**src/rtl/serdes_enc_scheduler.sv**
```systemverilog
`default_nettype none
// ============================================================================
// Module      : serdes_enc_scheduler
// Description : Arbitrates two operand-pair requesters onto a bit-serial
//               encrypt core. A granted pair is sent MSB first over eight
//               SHIFT cycles, the core result (or a timeout error) is held
//               on the response port until the consumer accepts it.
// Revision    : 1.0 - initial release
// ----------------------------------------------------------------------------
// Ports
//   clk, rst                  clock, asynchronous active-high reset
//   req{0,1}_valid/_a/_b      requester operand pair offers
//   req{0,1}_ready            one-cycle accept strobe per requester
//   core_start                one-cycle start pulse to the serial core
//   core_a_bit, core_b_bit    serial operand bits, MSB first
//   core_done, core_cipher    core completion flag and result byte
//   rsp_valid/_ready          response handshake
//   rsp_id, rsp_data, rsp_err response requester index, data, timeout flag
//   busy                      high whenever the scheduler is not idle
// ============================================================================
module serdes_enc_scheduler #(
    parameter int TIMEOUT = 32
) (
    input  logic       clk,
    input  logic       rst,
    input  logic       req0_valid,
    input  logic [7:0] req0_a,
    input  logic [7:0] req0_b,
    output logic       req0_ready,
    input  logic       req1_valid,
    input  logic [7:0] req1_a,
    input  logic [7:0] req1_b,
    output logic       req1_ready,
    output logic       core_start,
    output logic       core_a_bit,
    output logic       core_b_bit,
    input  logic       core_done,
    input  logic [7:0] core_cipher,
    output logic       rsp_valid,
    input  logic       rsp_ready,
    output logic       rsp_id,
    output logic [7:0] rsp_data,
    output logic       rsp_err,
    output logic       busy
);

    typedef enum logic [2:0] {
        S_IDLE  = 3'd0,
        S_START = 3'd1,
        S_SHIFT = 3'd2,
        S_WAIT  = 3'd3,
        S_RESP  = 3'd4
    } state_t;

    // Last WAIT cycle in which a missing core_done still counts as on time.
    localparam logic [7:0] c_TMO_LAST = 8'(TIMEOUT - 1);

    state_t     state_q, state_d;
    logic [2:0] bit_cnt_q, bit_cnt_d;
    logic [7:0] tmo_cnt_q, tmo_cnt_d;
    logic [7:0] op_a_q, op_a_d;
    logic [7:0] op_b_q, op_b_d;
    logic       id_q, id_d;
    // Set when requester 1 was granted last; reset value favours requester 0.
    logic       last_gnt1_q, last_gnt1_d;
    logic       rsp_id_q, rsp_id_d;
    logic [7:0] rsp_data_q, rsp_data_d;
    logic       rsp_err_q, rsp_err_d;
    logic       w_gnt0, w_gnt1;

    always_ff @(posedge clk or posedge rst) begin
        if (rst) begin
            state_q     <= S_IDLE;
            bit_cnt_q   <= 3'd0;
            tmo_cnt_q   <= 8'd0;
            op_a_q      <= 8'd0;
            op_b_q      <= 8'd0;
            id_q        <= 1'b0;
            last_gnt1_q <= 1'b1;
            rsp_id_q    <= 1'b0;
            rsp_data_q  <= 8'd0;
            rsp_err_q   <= 1'b0;
        end else begin
            state_q     <= state_d;
            bit_cnt_q   <= bit_cnt_d;
            tmo_cnt_q   <= tmo_cnt_d;
            op_a_q      <= op_a_d;
            op_b_q      <= op_b_d;
            id_q        <= id_d;
            last_gnt1_q <= last_gnt1_d;
            rsp_id_q    <= rsp_id_d;
            rsp_data_q  <= rsp_data_d;
            rsp_err_q   <= rsp_err_d;
        end
    end

    always_comb begin
        state_d     = state_q;
        bit_cnt_d   = bit_cnt_q;
        tmo_cnt_d   = tmo_cnt_q;
        op_a_d      = op_a_q;
        op_b_d      = op_b_q;
        id_d        = id_q;
        last_gnt1_d = last_gnt1_q;
        rsp_id_d    = rsp_id_q;
        rsp_data_d  = rsp_data_q;
        rsp_err_d   = rsp_err_q;
        w_gnt0      = 1'b0;
        w_gnt1      = 1'b0;

        case (state_q)
            S_IDLE: begin
                // The ready strobes are combinational, so they are masked
                // while reset is held to keep every output at zero.
                if (!rst) begin
                    if (req0_valid && (!req1_valid || last_gnt1_q)) begin
                        w_gnt0 = 1'b1;
                    end else if (req1_valid) begin
                        w_gnt1 = 1'b1;
                    end
                end
                if (w_gnt0 || w_gnt1) begin
                    op_a_d      = w_gnt1 ? req1_a : req0_a;
                    op_b_d      = w_gnt1 ? req1_b : req0_b;
                    id_d        = w_gnt1;
                    last_gnt1_d = w_gnt1;
                    state_d     = S_START;
                end
            end
            S_START: begin
                bit_cnt_d = 3'd0;
                state_d   = S_SHIFT;
            end
            S_SHIFT: begin
                if (bit_cnt_q == 3'd7) begin
                    tmo_cnt_d = 8'd0;
                    state_d   = S_WAIT;
                end else begin
                    bit_cnt_d = bit_cnt_q + 3'd1;
                end
            end
            S_WAIT: begin
                // core_done is tested first so it wins over a same-cycle expiry.
                if (core_done) begin
                    rsp_id_d   = id_q;
                    rsp_data_d = core_cipher;
                    rsp_err_d  = 1'b0;
                    state_d    = S_RESP;
                end else if (tmo_cnt_q == c_TMO_LAST) begin
                    rsp_id_d   = id_q;
                    rsp_data_d = 8'h00;
                    rsp_err_d  = 1'b1;
                    state_d    = S_RESP;
                end else begin
                    tmo_cnt_d = tmo_cnt_q + 8'd1;
                end
            end
            S_RESP: begin
                if (rsp_ready) begin
                    state_d = S_IDLE;
                end
            end
            default: begin
                state_d = S_IDLE;
            end
        endcase
    end

    assign req0_ready = w_gnt0;
    assign req1_ready = w_gnt1;
    assign core_start = (state_q == S_START);
    assign core_a_bit = (state_q == S_SHIFT) ? op_a_q[3'd7 - bit_cnt_q] : 1'b0;
    assign core_b_bit = (state_q == S_SHIFT) ? op_b_q[3'd7 - bit_cnt_q] : 1'b0;
    assign rsp_valid  = (state_q == S_RESP);
    assign rsp_id     = rsp_id_q;
    assign rsp_data   = rsp_data_q;
    assign rsp_err    = rsp_err_q;
    assign busy       = (state_q != S_IDLE);

endmodule
`default_nettype wire

```
**config.mk**
```make
export PLATFORM = sky130hd
export DESIGN_NAME = serdes_enc_scheduler
export DESIGN_NICKNAME = d
export VERILOG_FILES = /design/src/rtl/serdes_enc_scheduler.sv
export SDC_FILE = /design/constraint.sdc
export NUM_CORES = 1
export LEC_CHECK = 0
export ABC_CLOCK_PERIOD_IN_PS = 2050
export BUFFER_PORTS_ARGS = -buffer_cell sky130_fd_sc_hd__buf_2
export CORE_ASPECT_RATIO = 1.75
export CORE_MARGIN = 2
export CORE_UTILIZATION = 52
export DETAILED_ROUTE_END_ITERATION = 8
export PLACE_DENSITY = 0.8
export RECOVER_POWER = 100
export SLEW_MARGIN = 20
export SYNTH_ARGS = -nofsm -noshare
export SYNTH_HDL_FRONTEND = slang
export SYNTH_SLANG_ARGS = --single-unit
```
**constraint.sdc**
```tcl
create_clock -name clk -period 2.05 [get_ports clk]
set_clock_uncertainty 0.05 [all_clocks]
set_input_delay 0.205 -clock clk [delete_from_list [all_inputs] [get_ports clk]]
set_output_delay 0.205 -clock clk [all_outputs]
set_load 0.02 [all_outputs]
```
==> metrics.csv, run 1 <==
metric,value,unit
fp.dieArea,4870,µm²
pre_cts_ws,0.272,ns
clk_pin_slew,0.09,ns
worstHoldEndpoint,state_q[2],
cts-root-buf,clkbuf_8,
finalCritPeriodShare,94.5,%
startpoint_type,flip-flop,
fmax,516,MHz
track_usage,22.7,%
drc_errors,0,
nets,328,
worstPathMaxFanout,7,
power.density,1370,nW/µm²
grt_pass1_wl,8380,µm
gp_congestion,0.808,
syn2layout_area_growth,20.6,%
cp.arrival,1.68,ns
vias,1823,
setup_ws,0.112,ns
start_util,54.0,%
critical_path_class,reg2out,
cp.required,1.79,ns
p_sw,1.44,mW
worst_slew_pin_slew,1.04,ns
grt-ovfl-total,0,
drt_wl_total,4860,µm
grt_pass1_vias,1931,
final_max_slew_viol_count,0,
fp.dieW,53.6,µm
setup_violations,0,
design_area,2710,µm²
synth-seq-area-share,46.9,%
reg2reg_depth,5,
max-vdd-ir-drop,0.000871,V
clkPwrFrac,18.0,%
hp-class,in2reg,
cap_violations,0,
outcome,completed,
h-tree-depth,2,
avgSynthCellArea,10.5,µm²
rows,31,
max_slew_margin,30.6,%
placed_area,2620,µm²
endpoint_kind,output port,
min_from,rsp_ready,
yosysWarnings,0,
die-height,90.9,µm
cts_buffers,5,
drive_gt1_share,28.9,%
post_cts_buffers,0,
min_path_cells,2,
timing.rr.start,tmo_cnt_q[0],
routed_via_density,5.54,
diodes,0,
whs,0.0411,ns
hold_violations,0,
rsz0062_at_grt,no,
dpl.hpwl,3620,µm
grt_start_max_net_pins,43,
dr.pass1.iters,4,
synth_seq_cells,42,
leakage,1.25,nW
switching_share,38.9,%
internal_power,2.26,mW
cts_buffer_depth,2,
async_flop_share,100,%
clkSinkCount,42,
combPwrFrac,42.7,%
synth_nets,263,
antenna_found_initial,0,
ys_types,48,
postSynthCellCount,214,
core-area,4150,µm²
final_common_cell,buf_2,
io_buffers,62,
drt_iter0_markers,34,
finalSetupTns,0,ns
synthFlopType,dfrtp_1,
rrSetupSlack,0.12,ns
netlist_area,2240,µm²
ant_nets,0,
insertion_delay,0.30,ns
layout_common_cells,"47 x buf_2, 40 x dfrtp_1, 23 x nor2_1, 20 x a21oi_1, 20 x mux2i_1",
p_seq_share,39.3,%
r2r-end,rsp_id,
io_pins,63,
synth_edf_count,0,
min_period,1.94,ns
cts_tree,yes,
avgRoutedWirePerCell,14.8,µm
-- worst max-delay path by stage --
stage               cells after the start         end    startpoint
finish                                  4  core_b_bit  bit_cnt_q[0]
detailed placement                      5      rsp_id  tmo_cnt_q[0]
floorplan                               2  req0_ready           rst
global placement                        5      rsp_id  tmo_cnt_q[0]
CTS                                     4  core_b_bit  bit_cnt_q[0]
global route                            7   op_b_q[6]    state_q[1]
-- area by class of cell --
cell class | instances | area [µm²]
clock buffers | 5 | 68.8
well taps | 49 | 61.3
inverters | 12 | 45.0
repair buffers | 69 | 357
fillers | 343 | 1450
clock inverters | 3 | 45.0
multi-input cells | 149 | 1070
flip-flops and latches | 42 | 1050
-- power groups by stage --
stage          clock network, mW  logic [mW]  registers (mW)
2_1_floorplan                  0        1.18            1.47
3_3_place_gp                   0        1.59            1.45
3_5_place_dp                   0        1.63            1.47
4_1_cts                    0.679        1.65            1.46
5_1_grt                    0.717        1.77            1.51
6_report                   0.667        1.58            1.45
-- worst max-delay path, stage by stage, from the launching register on --
cell and delay [ns]:
dfrtp_2 0.48, mux4_2 0.52, mux2i_1 0.17, nor2_1 0.06
buf_2 0.16
-- metal layers --
metal | global-route usage (%) | vias to the layer above | wire, µm | share of wire, %
met4 | 4.70 | 0 | 42 | 0.86
met2 | 43.3 | 48 | 2780 | 57
met1 | 23.8 | 872 | 1810 | 37
met5 | 0 | - | 0 | 0
li1 | - | 899 | - | -
met3 | 4.64 | 4 | 219 | 4.5
-- metrics by stage --
step / cells / power, mW / utilization [%]
after floorplan: 214 / 2.65 / -
after global routing: 329 / 3.99 / 65.2
after global placement: 321 / 3.04 / 63.2
after CTS: 329 / 3.78 / 65.9
final: 329 / 3.70 / 65.2
after detailed placement: 321 / 3.10 / 63.2
-- kinds of logic (layout without fill, tap and decap cells) --
logic type,count (synthesis),count (layout),share of synthesized area [%]
and+or+nand+nor,63,63,14.9
AOI/OAI and AO/OA,57,57,17.2
DFF,42,42,46.9
muxes,26,26,14.1
buffers and inverters,23,89,5.13
adders and majority gates,3,3,1.67
-- registers in the layout, summed over array words and instances (netlist names) --
name / flops
bit_cnt_q: 3
tmo_cnt_q: 8
state_q: 3
rsp_err: 1
op_a_q: 8
rsp_data: 8
op_b_q: 8
id_q: 1
last_gnt1_q: 1
rsp_id: 1
-- synth_stat cells (all sizes together), types with 4 or more instances --
cell type / n / area, µm²
o21ai: 7 / 35.0
a21oi: 21 / 116
nand3: 5 / 25.0
nor3: 5 / 35.0
mux4: 4 / 90.1
mux2i: 20 / 200
dfrtp: 41 / 1030
inv: 12 / 45.0
buf: 10 / 66.3
nand2: 12 / 55.1
a22o: 13 / 114
nor2: 25 / 104
-- timing repair --
item | CTS | global route
resized for setup | 1 | 0
setup endpoints to repair | 1 | 0
hold endpoints to repair | 0 | 0
hold buffers | 0 | 0
No activity file was read; power rests on OpenSTA's default activity.
==> run 2, diff against run 1 <==
CORE_UTILIZATION = 45   (was 52)
PLACE_DENSITY = 0.7   (was 0.8)
==> metrics.csv, run 2 (synthesis gave the netlist of run 1 again) <==
metric,value,unit,change
dr.pass1.iters,4,,unchanged
max-vdd-ir-drop,0.000858,V,-1.5%
cts_buffers,5,,unchanged
final_max_slew_viol_count,0,,unchanged
power.density,1360,nW/µm²,-0.89%
cts_tree,yes,,
diodes,0,,unchanged
finalSetupTns,0,ns,unchanged
track_usage,17.2,%,-5.4 points
clkPwrFrac,17.6,%,-0.4 points
fp.dieArea,5590,µm²,+15%
startpoint_type,flip-flop,,
combPwrFrac,42.9,%,+0.2 points
cts_buffer_depth,2,,unchanged
drive_gt1_share,28.9,%,unchanged
fp.dieW,57.4,µm,+6.9%
worst_slew_pin_slew,1.03,ns,-0.00744 ns
dpl.hpwl,3510,µm,-3.1%
syn2layout_area_growth,19.9,%,
path_cells,mux4_2 > mux2i_1 > nor2_1 > clkbuf_2,,
clk_pin_slew,0.08,ns,about the same
drt_iter0_markers,51,,+50%
antenna_found_initial,0,,unchanged
final_common_cell,buf_2,,
cp_slowest_cell,mux4_2,,
grt_pass1_vias,1800,,-6.8%
fmax,516,MHz,about the same
worstHoldEndpoint,state_q[2],,
avgRoutedWirePerCell,13.5,µm,-8.3%
worstPathMaxFanout,7,,unchanged
setup_ws,0.112,ns,-0.000481 ns
core-area,4890,µm²,+18%
insertion_delay,0.29,ns,about the same
critical_path_class,reg2out,,
rrSetupSlack,0.24,ns,+0.12 ns
hold_violations,0,,unchanged
min_from,rsp_ready,,
rsz0062_at_grt,no,,
cp.required,1.79,ns,about the same
r2r-end,tmo_cnt_q[1],,
crit_start,bit_cnt_q[0],,
h-tree-depth,2,,unchanged
grt-ovfl-total,0,,unchanged
internal_power,2.24,mW,-0.97%
fin_util,55.0,%,-10 points
io_pins,63,,unchanged
cp.arrival,1.68,ns,about the same
finalCritPeriodShare,94.5,%,about the same
post_cts_buffers,0,,unchanged
grt_start_max_net_pins,43,,unchanged
grt_pass1_wl,7690,µm,-8.2%
rows,34,,+9.7%
cp_slowest_stage_delay,0.55,ns,+0.03 ns
p_sw,1.41,mW,-2.3%
min_path_cells,2,,unchanged
p_seq_share,39.6,%,+0.3 points
gp_congestion,0.800,,-0.99%
clkSinkCount,42,,unchanged
endpoint_kind,output port,,
io_buffers,62,,unchanged
ant_nets,0,,unchanged
max_slew_margin,31.1,%,+0.50 points
reg2reg_depth,5,,unchanged
cts-root-buf,clkbuf_8,,
min_period,1.94,ns,+0.000481 ns
layout_common_cells,"46 x buf_2, 40 x dfrtp_1, 23 x nor2_1, 20 x a21oi_1, 20 x mux2i_1",,
nets,328,,unchanged
switching_share,38.6,%,-0.32 points
setup_violations,0,,unchanged
pre_cts_ws,0.258,ns,-0.0139 ns
leakage,1.25,nW,+0.33%
start_util,45.8,%,-8.2 points
vias,1819,,-0.22%
cap_violations,0,,unchanged
ctsHoldBuffers,0,,unchanged
routed_via_density,5.45,,-1.7%
drc_errors,0,,unchanged
outcome,completed,,
die-height,97.4,µm,+7.2%
timing.rr.start,tmo_cnt_q[0],,
drt_wl_total,4520,µm,-6.9%
hp-class,in2reg,,
## run 2: repair_timing
item                                    4_1_cts  5_1_grt
endpoints found under the setup margin        2        0
resized for setup                             1        0
hold endpoints to repair                      0        0
## run 2: worst max path at each step
| stage | to | depth (start not counted) |
|---|---|---|
| detailed placement | rsp_id | 5 |
| floorplan | req0_ready | 2 |
| CTS | core_b_bit | 4 |
| finish | core_b_bit | 4 |
| global route | core_a_bit | 4 |
| global placement | rsp_id | 5 |
## run 2: cell type report
type	count	area, µm²
Clock buffer	5	68.8
Sequential cell	42	1050
Timing Repair Buffer	69	343
Tap cell	54	67.6
Inverter	12	45.0
Clock inverter	3	40.0
Multi-Input combinational cell	149	1070
Fill cell	477	2200
## run 2: metal layers
metal	wire [µm]	global-route usage (%)	up-vias
met5	0	0	-
met3	236	4.26	8
met1	1660	17.3	862
met2	2550	32.5	51
li1	-	-	898
met4	81	6.26	0
## run 2: through the flow
| step | hold slack (ns) | area, µm² | power, mW | std cells |
|---|---|---|---|---|
| after floorplan | 0.262 | 2240 | 2.65 | 214 |
| after global placement | 0.363 | 2620 | 3.06 | 326 |
| after detailed placement | 0.372 | 2620 | 3.09 | 326 |
| after CTS | 0.0566 | 2730 | 3.75 | 334 |
| after global routing | 0.0662 | 2690 | 3.93 | 334 |
| final | 0.0508 | 2690 | 3.65 | 334 |
## run 2: worst max-delay path, delay by kind of cell, from the launching register on
family / cells / cell delay [ns]
buffers and inverters: 1 / 0.15
DFF: 1 / 0.48
muxes: 2 / 0.69
and+or+nand+nor: 1 / 0.06
## run 2: power groups by stage
stage               clock network (mW)  registers, mW  logic (mW)
global route                     0.689           1.50        1.74
detailed placement                   0           1.46        1.63
finish                           0.640           1.44        1.56
floorplan                            0           1.47        1.18
CTS                              0.660           1.45        1.64
global placement                     0           1.45        1.60
==> run 3, diff against run 2 <==
PLACE_DENSITY = 0.73   (was 0.7)
==> metrics.csv, run 3 (synthesis gave the netlist of run 1 again) <==
metric,value,unit,change
internal_power,2.24,mW,about the same
post_cts_resized,1,,unchanged
worstPathMaxFanout,7,,unchanged
drt_wl_total,4620,µm,+2.1%
post_cts_buffers,0,,unchanged
critical_path_class,reg2out,,
io_pins,63,,unchanged
placedCellCount,326,,unchanged
grt_start_max_net_pins,43,,unchanged
p_seq_share,39.8,%,+0.2 points
cap_violations,0,,unchanged
fp.dieArea,5590,µm²,unchanged
start_util,45.8,%,unchanged
endpoint_kind,output port,,
h-tree-depth,2,,unchanged
cp.arrival,1.68,ns,about the same
vias,1821,,+0.11%
cts_buffer_depth,2,,unchanged
drc_errors,0,,unchanged
cts_tree,yes,,
drive_gt1_share,28.2,%,-0.71 points
clk_pin_slew,0.08,ns,about the same
switching_share,38.8,%,+0.18 points
cp_num_buf_inv,1,,unchanged
cts_buffers,5,,unchanged
nets,328,,unchanged
max_slew_margin,32.2,%,+1.1 points
fp.dieW,57.4,µm,unchanged
rsz0062_at_grt,no,,
antenna_found_initial,0,,unchanged
finalSetupTns,0,ns,unchanged
cp_slowest_cell,mux4_2,,
cts-root-buf,clkbuf_8,,
path_delay_family,multiplexers,,
rows,34,,unchanged
cp.required,1.79,ns,about the same
dr.pass1.iters,4,,unchanged
grt_pass1_wl,7960,µm,+3.4%
outcome,completed,,
cp_slowest_stage_delay,0.54,ns,about the same
diodes,0,,unchanged
final_common_cell,buf_2,,
startpoint_type,flip-flop,,
grt_pass1_vias,1816,,+0.89%
routed_via_density,5.45,,+0.11%
ant_nets,0,,unchanged
layout_common_cells,"46 x buf_2, 40 x dfrtp_1, 23 x nor2_1, 20 x a21oi_1, 20 x mux2i_1",,
die-height,97.4,µm,unchanged
fmax,516,MHz,about the same
path_cells,mux4_2 > mux2i_1 > nor2_1 > clkbuf_2,,
grt-ovfl-total,0,,unchanged
worst_slew_pin_slew,1.02,ns,-0.0166 ns
drt_iter0_markers,18,,-65%
clkSinkCount,42,,unchanged
max-vdd-ir-drop,0.000901,V,+5.0%
hold_violations,0,,unchanged
hp-class,in2reg,,
avgRoutedWirePerCell,13.8,µm,+2.1%
track_usage,18.2,%,+0.91 points
io_buffers,62,,unchanged
ctsHoldBuffers,0,,unchanged
finalPower,3.66,mW,+0.33%
finalCritPeriodShare,94.6,%,about the same
gp_congestion,0.831,,+3.9%
p_sw,1.42,mW,+0.79%
final_cells,334,,unchanged
core-area,4890,µm²,unchanged
syn2layout_area_growth,20.1,%,
power.density,1360,nW/µm²,+0.15%
clkPwrFrac,17.7,%,about the same
final_max_slew_viol_count,0,,unchanged
combPwrFrac,42.6,%,-0.3 points
insertion_delay,0.29,ns,about the same
min_period,1.94,ns,+0.000768 ns
setup_violations,0,,unchanged
leakage,1.25,nW,-0.41%
dpl.hpwl,3510,µm,about the same
run 3: cell count changes in the layout (fill, tap and decap cells not counted):
cell	delta
o21ai_0	+1
a21oi_4	+1
clkbuf_2	-2
o21ai_1	-1
a21oi_2	-1
clkbuf_1	+2
run 3: area by class of cell:
type | count | area, µm²
tap | 54 | 67.6
inverter | 12 | 45.0
multi-input combinational | 149 | 1080
clock buffer | 5 | 68.8
clock inverter | 3 | 40.0
fill | 464 | 2200
sequential | 42 | 1050
timing repair buffer | 69 | 340
run 3: path summary, 6_finish.rpt:
kind,start,endpoint,slack [ns],cells past startpoint
max,bit_cnt_q[0],core_a_bit,0.11,4
min,rsp_ready,state_q[2],0.05,2
max reg2reg,tmo_cnt_q[0],rsp_id,0.23,5
min reg2reg,rsp_data[2],rsp_data[2],0.46,1
max in group asynchronous,rst,bit_cnt_q[0],1.01,3
min in group asynchronous,rst,rsp_data[1],0.24,3
run 3: per-stage QoR:
stage	setup WS (ns)	hold slack (ns)	cell area [µm²]	util, %
after floorplan	0.251	0.262	2240	-
after global placement	0.303	0.371	2620	53.5
after detailed placement	0.266	0.367	2620	53.5
after CTS	0.0798	0.0590	2730	55.7
after global routing	0.0209	0.0617	2690	55.1
final	0.111	0.0547	2690	55.1
run 3: metal layers:
layer  vias up  routed length [µm]  track usage (%)
met3         7                 211             4.26
met2        52                2540             33.3
met5         -                   0                0
met1       863                1780             19.0
li1        899                   -                -
met4         0                  91             7.16
run 3: power by group through the flow:
stage | Combinational, mW | Clock (mW) | Sequential [mW]
after floorplan | 1.18 | 0 | 1.47
after global placement | 1.60 | 0 | 1.46
after detailed placement | 1.62 | 0 | 1.48
after CTS | 1.63 | 0.654 | 1.46
after global routing | 1.74 | 0.697 | 1.51
final | 1.56 | 0.647 | 1.45
